[config.mk]
export PLATFORM = sky130hd
export DESIGN_NAME = wb_atomic_unit
export DESIGN_NICKNAME = d
export VERILOG_FILES = /design/src/rtl/wb_atomic_unit.sv
export SDC_FILE = /design/constraint.sdc
export NUM_CORES = 1
export LEC_CHECK = 0
export BUFFER_PORTS_ARGS = -buffer_cell sky130_fd_sc_hd__buf_2
export CORE_UTILIZATION = 55
export CTS_BUF_LIST = sky130_fd_sc_hd__clkbuf_4
export DETAILED_ROUTE_END_ITERATION = 7
export HOLD_SLACK_MARGIN = 0.15
export PLACE_DENSITY_LB_ADDON = 0.3
export SLEW_MARGIN = 20
export SYNTH_ARGS = -nofsm -noshare
export SYNTH_HDL_FRONTEND = slang
export SYNTH_SLANG_ARGS = --single-unit
[constraint.sdc]
create_clock -name clk_i -period 4.8 [get_ports clk_i]
set_input_delay 0.96 -clock clk_i [delete_from_list [all_inputs] [get_ports clk_i]]
set_output_delay 0.96 -clock clk_i [all_outputs]
set_load 0.1 [all_outputs]
[src/rtl/wb_atomic_unit.sv]
// Wishbone atomic RMW unit: CAS / SWAP / ADD / AND through a 32-byte register window.
// Optional bus-retry handling is enabled by defining WB_ATOMIC_RETRY_EN.
module wb_atomic_unit #(
  parameter int              DW        = 32,
  parameter int              AW        = 32,
  parameter logic [AW-1:0]   WIN_BASE  = 32'hFFFF_FF00,
  parameter int              MAX_RETRY = 3
) (
  input  logic            clk_i,
  input  logic            rst_i,
  input  logic [AW-1:0]   wb_core_adr_i,
  input  logic [DW-1:0]   wb_core_dat_i,
  output logic [DW-1:0]   wb_core_dat_o,
  input  logic [DW/8-1:0] wb_core_sel_i,
  input  logic            wb_core_we_i,
  input  logic            wb_core_cyc_i,
  input  logic            wb_core_stb_i,
  output logic            wb_core_ack_o,
  output logic            wb_core_err_o,
  output logic            wb_core_rty_o,
  output logic [AW-1:0]   wb_bus_adr_o,
  output logic [DW-1:0]   wb_bus_dat_o,
  input  logic [DW-1:0]   wb_bus_dat_i,
  output logic [DW/8-1:0] wb_bus_sel_o,
  output logic            wb_bus_we_o,
  output logic            wb_bus_cyc_o,
  output logic            wb_bus_stb_o,
  input  logic            wb_bus_ack_i,
  input  logic            wb_bus_err_i,
  input  logic            wb_bus_rty_i,
  output logic            bus_lock_o
);

  localparam int SW = DW / 8;
`ifdef WB_ATOMIC_RETRY_EN
  localparam bit RETRY_EN = 1'b1;
`else
  localparam bit RETRY_EN = 1'b0;
`endif
  localparam int RETRY_LIMIT = RETRY_EN ? MAX_RETRY : 0;

  localparam logic [1:0] RK_OK  = 2'd0;
  localparam logic [1:0] RK_ERR = 2'd1;
  localparam logic [1:0] RK_RTY = 2'd2;

  typedef enum logic [2:0] {IDLE, REGACK, RD, WR, RESP} state_t;
  state_t state_reg, state_next;

  logic [DW-1:0] opa_reg, opb_reg, tadr_reg, rdata_reg, old_reg, new_reg;
  logic [1:0]    op_reg, status_reg, resp_kind_reg, gap_reg;
  logic [7:0]    retry_reg;
  logic          dropped_reg;

  logic          req, hit, exec_rd, strobing;
  logic          ack_ev, rty_ev, retry_ok, fail_err, fail_rty, need_write;
  logic [2:0]    reg_idx;
  logic [DW-1:0] wmask, reg_rd, new_val;
  logic [AW-1:0] tadr_adr;

  assign req      = wb_core_cyc_i & wb_core_stb_i;
  assign hit      = (wb_core_adr_i[AW-1:5] == WIN_BASE[AW-1:5]);
  assign reg_idx  = wb_core_adr_i[4:2];
  assign exec_rd  = hit & ~wb_core_we_i & (reg_idx == 3'd4);

  // Bus responses only count while the strobe is actually asserted.
  assign strobing = (gap_reg == 2'd0);
  assign rty_ev   = strobing & wb_bus_rty_i & ~wb_bus_err_i;
  assign ack_ev   = strobing & wb_bus_ack_i & ~wb_bus_err_i & ~wb_bus_rty_i;
  assign retry_ok = rty_ev & (int'(retry_reg) < RETRY_LIMIT);
  assign fail_err = (strobing & wb_bus_err_i) | (rty_ev & ~retry_ok & RETRY_EN);
  assign fail_rty = rty_ev & ~retry_ok & ~RETRY_EN;

  generate
    for (genvar gi = 0; gi < SW; gi++) begin : g_mask
      assign wmask[gi*8 +: 8] = {8{wb_core_sel_i[gi]}};
    end
    if (AW <= DW) begin : g_adr_narrow
      assign tadr_adr = tadr_reg[AW-1:0];
    end else begin : g_adr_wide
      assign tadr_adr = {{(AW-DW){1'b0}}, tadr_reg};
    end
  endgenerate

  always_comb begin
    new_val    = opb_reg;
    need_write = 1'b0;
    case (op_reg)
      2'd0:    begin new_val = opb_reg;                need_write = (wb_bus_dat_i == opa_reg); end
      2'd1:    begin new_val = opa_reg;                need_write = 1'b1; end
      2'd2:    begin new_val = wb_bus_dat_i + opa_reg; need_write = 1'b1; end
      default: begin new_val = wb_bus_dat_i & opa_reg; need_write = 1'b1; end
    endcase
  end

  always_comb begin
    reg_rd = '0;
    case (reg_idx)
      3'd0:    reg_rd = opa_reg;
      3'd1:    reg_rd = opb_reg;
      3'd2:    reg_rd = tadr_reg;
      3'd3:    reg_rd = {{(DW-2){1'b0}}, op_reg};
      3'd5:    reg_rd = {{(DW-2){1'b0}}, status_reg};
      default: reg_rd = '0;
    endcase
  end

  always_ff @(posedge clk_i) begin
    if (rst_i) state_reg <= IDLE;
    else       state_reg <= state_next;
  end

  always_comb begin
    state_next = state_reg;
    case (state_reg)
      IDLE:    if (req && hit) state_next = exec_rd ? RD : REGACK;
      REGACK:  state_next = IDLE;
      RD:      if (fail_err || fail_rty) state_next = RESP;
               else if (ack_ev)          state_next = need_write ? WR : RESP;
      WR:      if (fail_err || fail_rty || ack_ev) state_next = RESP;
      RESP:    state_next = IDLE;
      default: state_next = IDLE;
    endcase
  end

  always_ff @(posedge clk_i) begin
    if (rst_i) begin
      opa_reg <= '0; opb_reg <= '0; tadr_reg <= '0; rdata_reg <= '0;
      old_reg <= '0; new_reg <= '0; op_reg <= '0; status_reg <= '0;
      resp_kind_reg <= RK_OK; gap_reg <= '0; retry_reg <= '0; dropped_reg <= 1'b0;
    end else begin
      case (state_reg)
        IDLE: if (req && hit) begin
          if (exec_rd) begin
            gap_reg <= '0; retry_reg <= '0; dropped_reg <= 1'b0; resp_kind_reg <= RK_OK;
          end else begin
            rdata_reg <= reg_rd;
            if (wb_core_we_i) begin
              case (reg_idx)
                3'd0:    opa_reg  <= (opa_reg  & ~wmask) | (wb_core_dat_i & wmask);
                3'd1:    opb_reg  <= (opb_reg  & ~wmask) | (wb_core_dat_i & wmask);
                3'd2:    tadr_reg <= (tadr_reg & ~wmask) | (wb_core_dat_i & wmask);
                3'd3:    op_reg   <= (op_reg & ~wmask[1:0]) | (wb_core_dat_i[1:0] & wmask[1:0]);
                default: ;
              endcase
            end
          end
        end
        RD, WR: begin
          if (!wb_core_cyc_i) dropped_reg <= 1'b1;
          if (gap_reg != 2'd0) gap_reg <= gap_reg - 2'd1;
          if (fail_err) begin
            resp_kind_reg <= RK_ERR;
            status_reg    <= 2'b10;
          end else if (fail_rty) begin
            resp_kind_reg <= RK_RTY;
          end else if (retry_ok) begin
            gap_reg   <= 2'd2;
            retry_reg <= retry_reg + 8'd1;
          end else if (ack_ev) begin
            retry_reg <= '0;
            if (state_reg == RD) begin
              old_reg <= wb_bus_dat_i;
              new_reg <= new_val;
              if (need_write) gap_reg <= 2'd1;
              else            status_reg <= 2'b00;
            end else begin
              status_reg <= 2'b01;
            end
          end
        end
        default: ;
      endcase
    end
  end

  always_comb begin
    wb_bus_adr_o  = '0; wb_bus_dat_o = '0; wb_bus_sel_o = '0;
    wb_bus_we_o   = 1'b0; wb_bus_cyc_o = 1'b0; wb_bus_stb_o = 1'b0; bus_lock_o = 1'b0;
    wb_core_dat_o = '0; wb_core_ack_o = 1'b0; wb_core_err_o = 1'b0; wb_core_rty_o = 1'b0;
    case (state_reg)
      IDLE: if (req && !hit) begin
        wb_bus_adr_o  = wb_core_adr_i; wb_bus_dat_o = wb_core_dat_i; wb_bus_sel_o = wb_core_sel_i;
        wb_bus_we_o   = wb_core_we_i;  wb_bus_cyc_o = 1'b1;          wb_bus_stb_o = 1'b1;
        wb_core_ack_o = wb_bus_ack_i;  wb_core_err_o = wb_bus_err_i; wb_core_rty_o = wb_bus_rty_i;
        wb_core_dat_o = wb_bus_dat_i;
      end
      REGACK: begin
        wb_core_ack_o = 1'b1;
        wb_core_dat_o = rdata_reg;
      end
      RD, WR: begin
        wb_bus_adr_o = tadr_adr; wb_bus_sel_o = '1;
        wb_bus_cyc_o = 1'b1;     wb_bus_stb_o = strobing; bus_lock_o = 1'b1;
        wb_bus_we_o  = (state_reg == WR);
        wb_bus_dat_o = (state_reg == WR) ? new_reg : '0;
      end
      RESP: if (wb_core_cyc_i && !dropped_reg) begin
        wb_core_ack_o = (resp_kind_reg == RK_OK);
        wb_core_err_o = (resp_kind_reg == RK_ERR);
        wb_core_rty_o = (resp_kind_reg == RK_RTY);
        wb_core_dat_o = (resp_kind_reg == RK_OK) ? old_reg : '0;
      end
      default: ;
    endcase
  end

endmodule

# --- After elaboration in Yosys (flattened, before gate mapping) ---
# Index checks and enable logic that the tools add are counted.
totals:
  word_cells: 149
  out_inout_bits: 107
  register_bits: 204
op_classes:
  n_mux: 57
  addsub: 2
  eq_ne: 23
  reduce_logical: 27
  n_bitwise: 28
op_table:
  columns: ["op", "n"]
  rows:
  - ["2-to-1 mux 32 bit", 6]
  - ["one-hot mux 32 bit (3 select lines)", 2]
  - ["AND 32 bit", 5]
  - ["one-hot mux 32 bit (5 select lines)", 1]
  - ["one-hot mux 32 bit (2 select lines)", 2]
  - ["OR 32 bit", 3]
  - ["adder 32 bit", 1]
  - ["== test 32 bit", 1]
  - ["2-to-1 mux 2 bit", 16]
  - ["inverter 32 bit", 1]
  - ["== test 27 bit (second input constant)", 1]
  - ["AND reduction 5 bit", 5]
  - ["2-to-1 mux 3 bit", 5]
  - ["2-to-1 mux 1 bit", 13]
  - ["== test 3 x 2 -> 1 bit (second input constant)", 4]
  - ["one-hot mux 1 bit (2 select lines)", 6]
  - ["AND reduction 4 bit", 3]
  - ["inequality test 2 bit (second input constant)", 5]
  - ["AND 1 bit", 9]
  - ["== test 3 bit (second input constant)", 3]
  - ["inequality test 3 bit (second input constant)", 3]
  - ["one-hot mux 3 bit (3 select lines)", 1]
  - ["AND reduction 3 bit", 3]
  - ["one-hot mux 2 bit (2 select lines)", 2]
  - ["18 further kinds", 36]

# --- Longest topological paths before layout ---
# Gate-level depths: netlist of the first run.
depth:
  word_depth: 8
  mapped_depth: 11
  depth_no_buf: 11

# --- Worst setup path before layout of the first run ---
# Ideal clock, no wire load.
synth_timing:
  path_type: "in2out"
  startpoint: "input port wb_core_adr_i[14]"
  endpoint: "output port wb_core_rty_o"
  t_required_ps: 3840
  stages: 7
  t_arrival_ps: 4053
  path_buffers: 2
  path_slack_ps: -213
  path_cell_list: "and3_1 nand3_1 nor2b_1 clkbuf_1 clkbuf_1 a22oi_1 nor3_1"
synth_via:
  elab_chain_cells: 5
synth_rtl:
  columns: ["item", "line", "text"]
  rows:
  - ["start: declaration", "11", "input logic [AW-1:0] wb_core_adr_i,"]
  - ["== test 27 bit", "61", "assign hit = (wb_core_adr_i[AW-1:5] == WIN_BASE[AW-1:5]);"]
  - ["zero test 1 bit", "181", "IDLE: if (req && !hit) begin"]
  - ["logical AND 1 bit", "181", null]
  - ["2-to-1 mux 1 bit", "181", null]
  - ["one-hot mux 1 bit (2 select lines)", "180", "case (state_reg)"]
  - ["end: declaration", "20", "output logic wb_core_rty_o,"]
# No other way between the ends.

# --- Final worst setup path of the first run ---
layout_timing:
  startpoint: "register state_reg[0]"
  endpoint: "output port wb_core_dat_o[28]"
layout_via:
  elab_chain_cells: 2
layout_rtl:
  columns: ["item", "line", "text"]
  rows:
  - ["start: declaration", "47", "state_t state_reg, state_next;"]
  - ["start signal: assignment", "109", "else state_reg <= state_next;"]
  - ["== test 3 bit, or another cell as far along", "180", null]
  - ["one-hot mux 32 bit (3 select lines) (*)", "180", null]
  - ["end: declaration", "13", "output logic [DW-1:0] wb_core_dat_o,"]
# Every way passes the cells marked *; elsewhere a longest branch is shown, timed or not.

==> run summary, run 1 <==
The flow ran to the end, and the final reports show no timing, DRC or antenna violations. The standard cell area after detailed placement is 14300 um^2. The final critical path takes up a little under nine tenths of the cycle.

The tool flagged a number of max-cap violations equal to 0. The latest clock arrival within the worst-skew pair came out at between 0.6 and 0.7 ns. The total of cells resized after clock tree synthesis came out at 0. The number of antenna violations at the first check in global routing came out at 1. The last weighted congestion value of the routability-driven placer came out at between 0.9 and 1. Counting flops with an async set or reset pin after synthesis yields a share of 0%. The post-synthesis cell area is between 10000 and 15000 um^2. STA classifies the critical path startpoint as a flip-flop. The sequential area share after synthesis is 33.2%. The height of the die came out at 151 um. In this run the static leakage power is 5.94 nW.

The number of hold violations in the final report came out at 0. The worst setup path is captured at a primary output. The number of rows created at floorplan is 54. Of the cells placed in the final design, the portion with a size suffix greater than 1 is about 24%. The number of clock buffers inserted by TritonCTS came out at between 50 and 60.

The setup slack after layout is between 0.6 and 0.7 ns. The utilization of the core after routing came out at about two thirds. The signed area change from the synthesized netlist to the final layout is 22.0%. The upper clock frequency limit is 241 MHz.

After layout, the minimum clock period comes to 4.14 ns. The post-cts hold buffer count came out at 0. Detailed routing inserted a total of roughly 13000 vias. The number of H-tree levels came out at 2. The clock tree from TritonCTS is yes.

The total routed wirelength is roughly 42000 um. At the worst endpoint, the arrival time is around 3.2 ns. The worst ir drop on vdd is 0.185 mV.

The post-route DRC violation count came out at 0. The critical path start-end classification is flip-flop to primary output. Synthesis inferred between 200 and 250 register bits. The total count of max-transition violations in the final report came to 0. The top-level port count came out at around 220. Of all nets on the critical path, the largest fanout is 50.

The required time of the critical path is roughly 3.8 ns. No sink is reached through more buffers than the 3 on the longest clock path. The Yosys warning count came out at 0. The summed negative setup slack over all endpoints came out at 0 ns. Setup repair after global routing left no endpoint under its margin.

The placement-stage worst setup slack is approximately 0.67 ns. The effective utilization at floorplan came out at 56.1%. In this run the mean area of a mapped cell was 7.69 um^2.

The most area-hungry cell type in the Yosys netlist is dfxtp_1. The first global-routing pass estimated approximately 64000 um of wire. Once the clock tree was built, the setup fixing pass inserted 0 buffers.

The number of nets in the layout is between 1500 and 2000. The number of nets with antenna violations after detailed routing came out at 0. The global-route usage over all layers came out at between 30 and 40%.

The total grt overflow came out at 0. In the routed layout, each cell is associated on average with a via count of ~6.3. The headroom to the max-slew limit is 32.3%. By count the netlist is led by nand2_1, dfxtp_1, a21oi_1. The number of port buffers is between 200 and 250. The path class of the tightest hold or removal check is flip-flop to flip-flop. Entering global routing, the biggest net connects 103 pins. The count of fill cells added during filler insertion is ~1800.

The via count of the first global-routing pass was between 10000 and 15000. For this run, the leading register cell type out of synthesis is dfxtp_1. The number of enable flip-flop cells after synthesis came out at 0.

The number of different library cells in the post-synthesis netlist came out at between 70 and 80. The per-cell routed wire length is 20.0 um. The die footprint came out at between 20000 and 25000 um^2. The total power divided by cell area is 261 nW/um^2. The setup skew after layout is around 0.021 ns.

For this design, the sink count on the clock tree is 204. The root buffer cell chosen for the clock tree is clkbuf_4. The HPWL after detailed placement is 29000 um. Counting every instance in the synthesized netlist gives around 1600.

Clock-pin slew was measured on the worst setup and hold paths at 0.06 ns. The placeable core area is 21900 um^2. The slew at the pin closest to its max-slew limit is a little over 1 ns. The first-pass iteration count of the detailed router is 6.

The most used standard cell by instance count after synthesis is nand2_1. The area fraction of the dominant cell type after synthesis is roughly a third. After routing the design area is between 15000 and 20000 um^2.

In the post-synthesis netlist, the biggest area contributors are dfxtp_1, nand2_1, a21oi_1. After the first detailed-routing iteration, the DRC count stood at 1228. The horizontal extent of the die came out at between 150 and 200 um.

The total setup violations reported at the end of the flow came out at 0. The post-synth net total came out at about 1700.
[placed cells by master, fill, tap and decap left out, types with 4 or more instances in the layout]
master / synthesis / layout
a21oi_1: 195 / 195
buf_12: 0 / 62
inv_1: 54 / 54
and2_1: 15 / 15
xnor2_1: 13 / 13
a21o_1: 13 / 13
a31oi_1: 6 / 6
ha_1: 32 / 32
mux4_2: 10 / 10
clkinv_1: 0 / 9
nand3_1: 13 / 13
o31ai_1: 5 / 5
nand2b_1: 10 / 10
buf_4: 8 / 16
nand4_1: 14 / 14
nor4_1: 11 / 11
a21boi_0: 4 / 4
or3_1: 5 / 4
o221ai_1: 11 / 11
clkbuf_4: 0 / 87
buf_2: 14 / 154
or2_2: 4 / 4
dfxtp_1: 204 / 203
mux2i_1: 39 / 39
mux2_2: 20 / 20
a21oi_2: 64 / 64
xor2_1: 7 / 7
a22o_1: 69 / 69
o21a_1: 9 / 9
nor2_1: 107 / 107
and3_1: 5 / 5
o21ai_0: 38 / 38
nand2_1: 339 / 338
o22ai_1: 8 / 8
nor3_1: 42 / 40
a222oi_1: 32 / 32
nor2b_1: 9 / 7
o211ai_1: 7 / 7
o21bai_1: 8 / 8
[critical path, cell delays in order, from the launching register on]
cell and delay, ns:
dfxtp_1 0.51, nor3_2 0.29, nand3_1 0.30, nor2b_4 0.19, buf_4 0.47, a222oi_1 0.22
inv_1 0.09, buf_2 0.42
[metrics by stage]
stage          hold WS [ns]  total power [mW]  std cells
6_report              0.454              3.92       2085
5_1_grt               0.473              4.03       2085
4_1_cts               0.455              3.92       2082
3_5_place_dp          0.446              2.38       1985
3_3_place_gp          0.441              2.38       1985
2_1_floorplan         0.426              2.15       1599
[cell type report]
type	count	area, um^2	area share (%)
multi-input cells	1214	7520	50.1
flip-flops and latches	204	4090	27.2
repair buffers	233	2140	14.3
clock buffers	87	653	4.35
well taps	280	350	2.34
inverters	54	203	1.35
clock inverters	10	38.8	0.259
diodes	3	7.51	0.0500
[report_power, final]
group | internal (mW) | switching (mW)
combinational | 0.183 | 0.477
sequential | 1.69 | 0.00000000608
clock | 0.814 | 0.752
[metal layers]
metal	GRT usage, %	wire length [um]	up-vias	share of wire [%]
li1	-	-	6073	-
met1	45.1	17000	6322	41
met2	58.4	19700	687	47
met3	6.23	3590	107	8.6
met4	15.8	1420	0	3.4
met5	0	0	-	0
[logic make-up (layout without fill, tap and decap cells)]
group,Yosys count,after routing,share of synthesized area (%)
and+or+nand+nor,590,590,20.9
AOI/OAI and AO/OA,502,502,28.3
DFF,204,204,33.2
buffers and inverters,181,384,5.92
muxes,69,69,6.84
adders and majority gates,33,33,3.42
xor gates and xnor gates,20,20,1.43
other,0,3,0
[final timing paths]
check | startpoint | to | slack, ns | depth (start not counted)
max reg2reg | flip-flop | new_reg[30] | 1.60 | 11
max | state_reg[0] | wb_core_dat_o[28] | 0.66 | 7
min | new_reg[3] | new_reg[3] | 0.45 | 2
min reg2reg | new_reg[3] | new_reg[3] | 0.45 | 2
Note: power is estimated with default switching activity, not from simulation.
==> run 2, diff against run 1 <==
==> constraint.sdc (replaced) <==
create_clock -name clk_i -period 4.69 [get_ports clk_i]
set_input_delay 0.938 -clock clk_i [delete_from_list [all_inputs] [get_ports clk_i]]
set_output_delay 0.938 -clock clk_i [all_outputs]
set_load 0.1 [all_outputs]
==> run 2 against run 1 <==
The flow now finishes with violations (DRC). Design area up 0.93%. Register-to-register slack worse by 0.05 ns. Die area unchanged. Utilization up 0.63 points. Setup slack worse by 0.17 ns. First-iteration DRC count down 12%. Sequential cell count unchanged. Combinational power up 4.5%. Global-route usage about the same. Clock skew up 0.029 ns. Power up 0.95%. Via count down 1.4%.
==> run summary, run 2 (same netlist as run 1, synthesis figures left out) <==
In the finished design, the share of the clock period the worst path needs comes to approximately 90%. The internal power contribution is 2.71 mW (+0.69%). The headroom to the max-slew limit came to 38.4% (+6.1 points). The share of total power consumed by net switching is 31.5% (+0.18 points).

The number of rows created at floorplan was 54 (unchanged). The worst hold path belongs to the class flip-flop to flip-flop. The total power divided by cell area came out at 261 nW/um^2 (about the same). The via count of the first global-routing pass is 12100 (-0.51%).

The minimum setup slack among reg-to-reg paths came to 1.55 ns (-0.05 ns). The summed negative setup slack over all endpoints came out at 0 ns (unchanged). The number of DRC markers in iteration 0 came out at 1076 (-12%). The flow ran to the end, but the final reports show violations.

The most common cell after layout, fill and taps aside is nand2_1. Setup repair after global routing left no endpoint under its margin. The clock sink count is 204 (unchanged). The required time of the critical path came out at 3.75 ns (-0.09 ns). The launching element type of the critical path is a primary input. The number of H-tree levels came out at 2 (unchanged). The detailed placement HPWL was 28900 um (-0.29%). The placeable core area came to 21900 um^2 (unchanged). The effective utilization at floorplan is 56.1% (unchanged). The destination of the critical timing path is wb_core_dat_o[18]. The height of the die is 151 um (unchanged).

The total number of vias was 13000 (-1.4%). The average vias per placed instance is 6.25 (-1.2%). The count of buffers added by post-CTS timing repair for setup is 0 (unchanged). The critical path capture point type is a primary output. The switching component of the power came out at 1.25 mW (+1.5%).

The slowest stage of the critical path belongs to the cell nor4_1. The maximum fanout count along the critical path is 35 (-30%). In the layout the commonest cells are nand2_1, dfxtp_1, a21oi_1. The setup skew after layout came out at 0.0507 ns (+0.0294 ns).

The most congested layer reported by global routing is met2. The number of nets with antenna violations after detailed routing came out at 0 (unchanged). In this run the critical register-to-register path is launched from state_reg[1]. The power share of the clock group is 38.8% (-1.2 points). The worst ir drop on vdd came to 0.197 mV (+6.6%). The met2 routing resource usage after global routing is 58.3% (-0.16 points). The standard cell area after detailed placement came to 14500 um^2 (+1.3%). The number of antenna violations at the first check in global routing is 1 (unchanged).

The horizontal extent of the die is 151 um (unchanged). The upper clock frequency limit is roughly 240 MHz. The total of cells resized after clock tree synthesis came out at 0 (unchanged). The number of clock buffers inserted by TritonCTS came to 53 (-5.4%).

The met3 global-route usage came out at 5.78% (-0.45 points). The clock input transition at the sequential cells of the worst setup and hold paths is 0.06 ns (about the same). The per-cell routed wire length came out at 19.7 um (-1.4%). The critical register-to-register path endpoint is new_reg[26]. The post-cts hold buffer count is 0 (unchanged). The launch point of the worst path is wb_core_adr_i[19]. The number of nets in the layout is 1903 (-0.053%).

The total setup violations reported at the end of the flow came out at 0 (unchanged). The arrival time at the worst endpoint came out at 3.27 ns (+0.09 ns). The area growth from synthesis to layout is 23.2%. The total count of max-transition violations in the final report came out at 0 (unchanged). The global-route usage over all layers is 35.4% (about the same). The worst-case reg-to-reg path depth came out at 7 (-4). The number of hold violations in the final report came out at 0 (unchanged). The fraction of layout instances using a drive strength above 1 was 23.9% (-0.42 points). The die footprint came out at 23000 um^2 (unchanged). The final reports fail on DRC. The signal on the critical path passes through buf_2, nand4_1, nor4_1, nand3_1, nor2b_4, buf_4, a222oi_1, inv_1, buf_2. Counting I/O delays and the setup requirement, the final critical path takes about 4.2 ns.

The slew at the pin closest to its max-slew limit was 0.921 ns (-0.0950 ns). The post-route DRC violation count was 9 (+9). The max-capacitance violation count came out at 0 (unchanged). The maximum clock insertion buffer count is 3 (unchanged). The number of instances in the placed design is 1987 (+0.10%). The final cell count without fillers is 2082 (-0.14%). The cell at the root of the clock tree is clkbuf_4. Counting stages on the worst path, the most repeated cell is buf_2. The wire length of the first global-routing pass came out at 63700 um (-0.24%).

The stage delay of the slowest cell on the critical path came out at 0.56 ns (+0.05 ns). The leakage power figure is 5.96 nW (+0.33%). The critical path start-end classification is primary input to primary output. The number of port buffers is 214 (unchanged). The met1 demand-to-capacity share in global routing is 46.0% (+0.84 points).

The pin count of the biggest net entering global routing came out at 107 (+3.9%). The count of fill cells added during filler insertion came out at 1870 (+2.0%). The total grt overflow is 0 (unchanged).

The part of the total power dissipated in combinational logic is 17.5% (+0.7 points). The sequential fraction of design power is 43.8% (+0.6 points). The last weighted congestion value of the routability-driven placer is 0.926 (+2.3%). The top-level port count was 215 (unchanged). The latest clock arrival within the worst-skew pair is 0.69 ns (about the same).

The total routed wirelength is 41000 um (-1.6%). The final instance area is 15100 um^2 (+0.93%). The utilization of the core after routing came out at 69.2% (+0.63 points).

The worst hold slack across all endpoints is 0.456 ns (+0.00168 ns). The clock tree from TritonCTS is yes. The first-pass iteration count of the detailed router is 8 (+2).
run 2: changes by cell type in the layout (fill, tap and decap cells not counted):
cell / before / now
buf_12: 62 / 73
clkbuf_4: 87 / 73
bufinv_16: 0 / 1
clkinv_2: 1 / 3
inv_2: 0 / 1
clkinv_1: 9 / 15
diode_2: 3 / 2
buf_4: 16 / 18
buf_2: 154 / 143
run 2: critical path, delay by kind of cell:
| family | cells | cell delay [ns] |
|---|---|---|
| compound gates | 1 | 0.41 |
| buf+inv | 4 | 0.72 |
| simple gates | 4 | 1.17 |
run 2: final cells by class:
class / count / area (um^2) / share of cell area, %
Antenna cell: 2 / 5.00 / 0.0331
Clock buffer: 73 / 548 / 3.62
Clock inverter: 20 / 105 / 0.694
Inverter: 54 / 203 / 1.34
Multi-Input combinational cell: 1214 / 7520 / 49.7
Sequential cell: 204 / 4090 / 27.0
Tap cell: 280 / 350 / 2.31
Timing Repair Buffer: 235 / 2320 / 15.3
run 2: metal layers:
metal	part of all wire (%)	vias to the layer above
met5	0	-
met2	47	629
met4	3.3	0
met3	8.1	103
li1	-	6080
met1	42	6195
run 2: power by group through the flow:
stage | logic, mW | clock network, mW | registers (mW)
3_3_place_gp | 0.681 | 0 | 1.77
3_5_place_dp | 0.684 | 0 | 1.77
6_report | 0.690 | 1.53 | 1.73
5_1_grt | 0.715 | 1.64 | 1.73
4_1_cts | 0.686 | 1.54 | 1.73
2_1_floorplan | 0.433 | 0 | 1.77
run 2: metrics by stage:
stage | power (mW) | worst slack, ns
2_1_floorplan | 2.20 | 0.242
3_3_place_gp | 2.45 | 0.605
3_5_place_dp | 2.46 | 0.517
4_1_cts | 3.96 | 0.516
5_1_grt | 4.08 | 0.449
6_report | 3.95 | 0.486
run 2: how the worst min path moves through the flow:
stage | startpoint | end | slack [ns] | depth (start not counted)
floorplan | new_reg[20] | new_reg[20] | 0.43 | 2
global placement | old_reg[27] | old_reg[27] | 0.44 | 2
detailed placement | new_reg[5] | new_reg[5] | 0.45 | 2
CTS | new_reg[5] | new_reg[5] | 0.46 | 2
global route | old_reg[25] | old_reg[25] | 0.47 | 2
finish | old_reg[30] | old_reg[30] | 0.46 | 2
==> run 3, diff against run 2 <==
--- a/config.mk
+++ b/config.mk
@@ -10,6 +10,7 @@
 export CTS_BUF_LIST = sky130_fd_sc_hd__clkbuf_4
 export DETAILED_ROUTE_END_ITERATION = 7
 export HOLD_SLACK_MARGIN = 0.15
+export MAX_ROUTING_LAYER = met4
 export PLACE_DENSITY_LB_ADDON = 0.3
 export SLEW_MARGIN = 20
 export SYNTH_ARGS = -nofsm -noshare
==> run 3 against run 2 <==
The flow now finishes without violations. Hold slack worse by 0.0017 ns. Critical path depth unchanged. Clock skew down 0.019 ns. Maximum frequency down 2.2%. Design area down 0.32%. Register-to-register slack worse by 0.03 ns. Clock power down 7%. Die area unchanged. Sequential power about the same. First-iteration DRC count up 17%. Utilization down 0.22 points. Routed wire length up 0.51%. Highest routed layer unchanged.
==> run summary, run 3 (same netlist as run 1, synthesis figures left out) <==
In this run the worst setup path begins at wb_core_adr_i[19]. The maximum fanout count along the critical path came out at 35 (unchanged). The worst hold slack across all endpoints came out at 0.454 ns (-0.00174 ns). The critical path is of the primary input to primary output type. The share of the clock period used by the worst path is 91.7% (+2.1 points). The last weighted congestion value of the routability-driven placer is 0.905 (-2.2%). The time the worst path needs with I/O delays and setup is 4.30 ns (+0.0963 ns). The post-route DRC violation count is 0 (-9). The most numerous cell type found on the critical path is buf_2. The number of port buffers is 214 (unchanged). The worst hold path cell count came out at 2 (unchanged). The top cell family by delay on the critical path is simple AND/OR/NAND/NOR gates. The arrival time at the worst endpoint is 3.36 ns (+0.09 ns). The largest individual stage delay along the critical path comes from the cell nor4_1. STA classifies the critical path endpoint as a primary output. The top-level port count came out at 215 (unchanged).

The total count of max-transition violations in the final report came out at 0 (unchanged). The startpoint identified for the worst hold timing path is old_reg[15]. The standard cell area after detailed placement is 14500 um^2 (+0.10%). The number of DRC markers in iteration 0 came to 1261 (+17%). The summed negative setup slack over all endpoints is 0 ns (unchanged).

The post-cts hold buffer count is 0 (unchanged). The number of H-tree levels came out at 2 (unchanged). Leaving out fill and tap cells, the most frequent cells in the layout are nand2_1, dfxtp_1, a21oi_1. The total setup violations reported at the end of the flow is 0 (unchanged).

The clock input transition at the sequential cells of the worst setup and hold paths is 0.06 ns (about the same). The per-cell routed wire length is 19.9 um (+0.81%). The total number of vias came out at 13100 (+0.52%). Traced cell by cell, the critical path runs through buf_2, nand4_1, nor4_1, nand3_1, nor2b_4, buf_4, a222oi_1, inv_1, buf_2. The height of the die is 151 um (unchanged). The area growth from synthesis to layout is 22.8%. TritonCTS built the clock tree.

The buffer and inverter count on the worst path came to 4 (unchanged). The maximum clock insertion buffer count was 3 (unchanged). The fraction of layout instances using a drive strength above 1 came out at 23.8% (-0.10 points). The worst setup path is launched from a primary input. The number of rows created at floorplan came out at 54 (unchanged).

The stage delay of the slowest cell on the critical path is 0.65 ns (+0.09 ns). The number of nets in the layout came out at 1903 (unchanged). The via count of the first global-routing pass is 12100 (+0.14%). The detailed placement HPWL came to 29500 um (+1.9%). The total of cells resized after clock tree synthesis is 0 (unchanged). The horizontal extent of the die is 151 um (unchanged). The leakage power figure is 5.93 nW (-0.44%). The wire length of the first global-routing pass was 64000 um (+0.44%). The latest clock arrival within the worst-skew pair came out at 0.67 ns (-0.02 ns). The total routed wirelength came out at 41200 um (+0.51%). The slew at the pin closest to its max-slew limit is 1.02 ns (+0.0992 ns). The global-route usage over all layers came out at 36.5% (+1.1 points). The setup skew after layout is 0.0318 ns (-0.0189 ns). In this run the worst hold path is classified as flip-flop to flip-flop. The effective utilization at floorplan came out at 56.1% (unchanged).

The max-capacitance violation count came out at 0 (unchanged). The worst-case reg-to-reg path depth came to 11 (+4). The die footprint is 23000 um^2 (unchanged).

The headroom to the max-slew limit is 31.7% (-6.6 points). The first-pass iteration count of the detailed router is 6 (-2). The average vias per placed instance was 6.30 (+0.81%).

The total power divided by cell area came out at 255 nW/um^2 (-2.5%). The count of buffers added by post-CTS timing repair for setup came out at 0 (unchanged). The placeable core area came out at 21900 um^2 (unchanged).

The number of clock buffers inserted by TritonCTS came out at 51 (-3.8%). The required time of the critical path is 3.75 ns (about the same). The worst ir drop on vdd is 0.226 mV (+15%). The number of antenna violations at the first check in global routing was 1 (unchanged).

The total grt overflow is 0 (unchanged). The most common cell after layout, fill and taps aside is nand2_1. The root buffer cell chosen for the clock tree is clkbuf_4. The final instance area is 15100 um^2 (-0.32%). Setup repair after global routing left no endpoint under its margin. The clock sink count is 204 (unchanged). The run finished with clean final reports. The number of hold violations in the final report came out at 0 (unchanged). The number of gates on the worst path with buffers counted came out at 9 (unchanged). The upper clock frequency limit came out at 233 MHz (-2.2%).

The pin count of the biggest net entering global routing came out at 114 (+6.5%). The number of nets with antenna violations after detailed routing is 0 (unchanged).
## run 3: worst paths after layout
check / endpoint / slack [ns]
worst max-delay path: wb_core_dat_o[12] / 0.39
worst min-delay path: old_reg[15] / 0.45
worst max register to register: new_reg[30] / 1.52
worst min register to register: old_reg[15] / 0.45
## run 3: where the power goes
part / internal (mW) / leakage, nW / switching [mW]
clock: 0.693 / 0.355 / 0.726
sequential: 1.73 / 1.64 / 0.00000000561
combinational: 0.201 / 3.93 / 0.490
## run 3: final cells by class
cell class                      instances  area, um^2
Multi-Input combinational cell       1214        7520
Fill cell                            1818        6800
Sequential cell                       204        4090
Timing Repair Buffer                  237        2340
Clock buffer                           71         533
Tap cell                              280         350
Inverter                               54         203
Clock inverter                         15        58.8
Antenna cell                            1        2.50
## run 3: metal layers
layer | vias to the layer above | track usage [%] | part of all wire, % | wire [um]
li1 | 6056 | - | - | -
met1 | 6166 | 46.6 | 41 | 17000
met2 | 736 | 58.5 | 47 | 19300
met3 | 117 | 4.49 | 8.5 | 3490
met4 | 0 | 15.0 | 3.5 | 1460
met5 | - | - | 0 | 0
## run 3: through the flow
step	worst slack [ns]	power [mW]	std cells	util, %
after global routing	0.341	3.97	2076	68.9
after global placement	0.581	2.45	1989	66.2
after floorplan	0.242	2.20	1599	-
final	0.390	3.84	2076	68.9
after CTS	0.482	3.85	2075	68.9
after detailed placement	0.525	2.46	1989	66.2
## run 3: worst min-delay path: cells and delay by family (launching register included)
family          cells  cell delay [ns]
compound gates      1             0.05
flops               1             0.31
simple gates        1             0.05
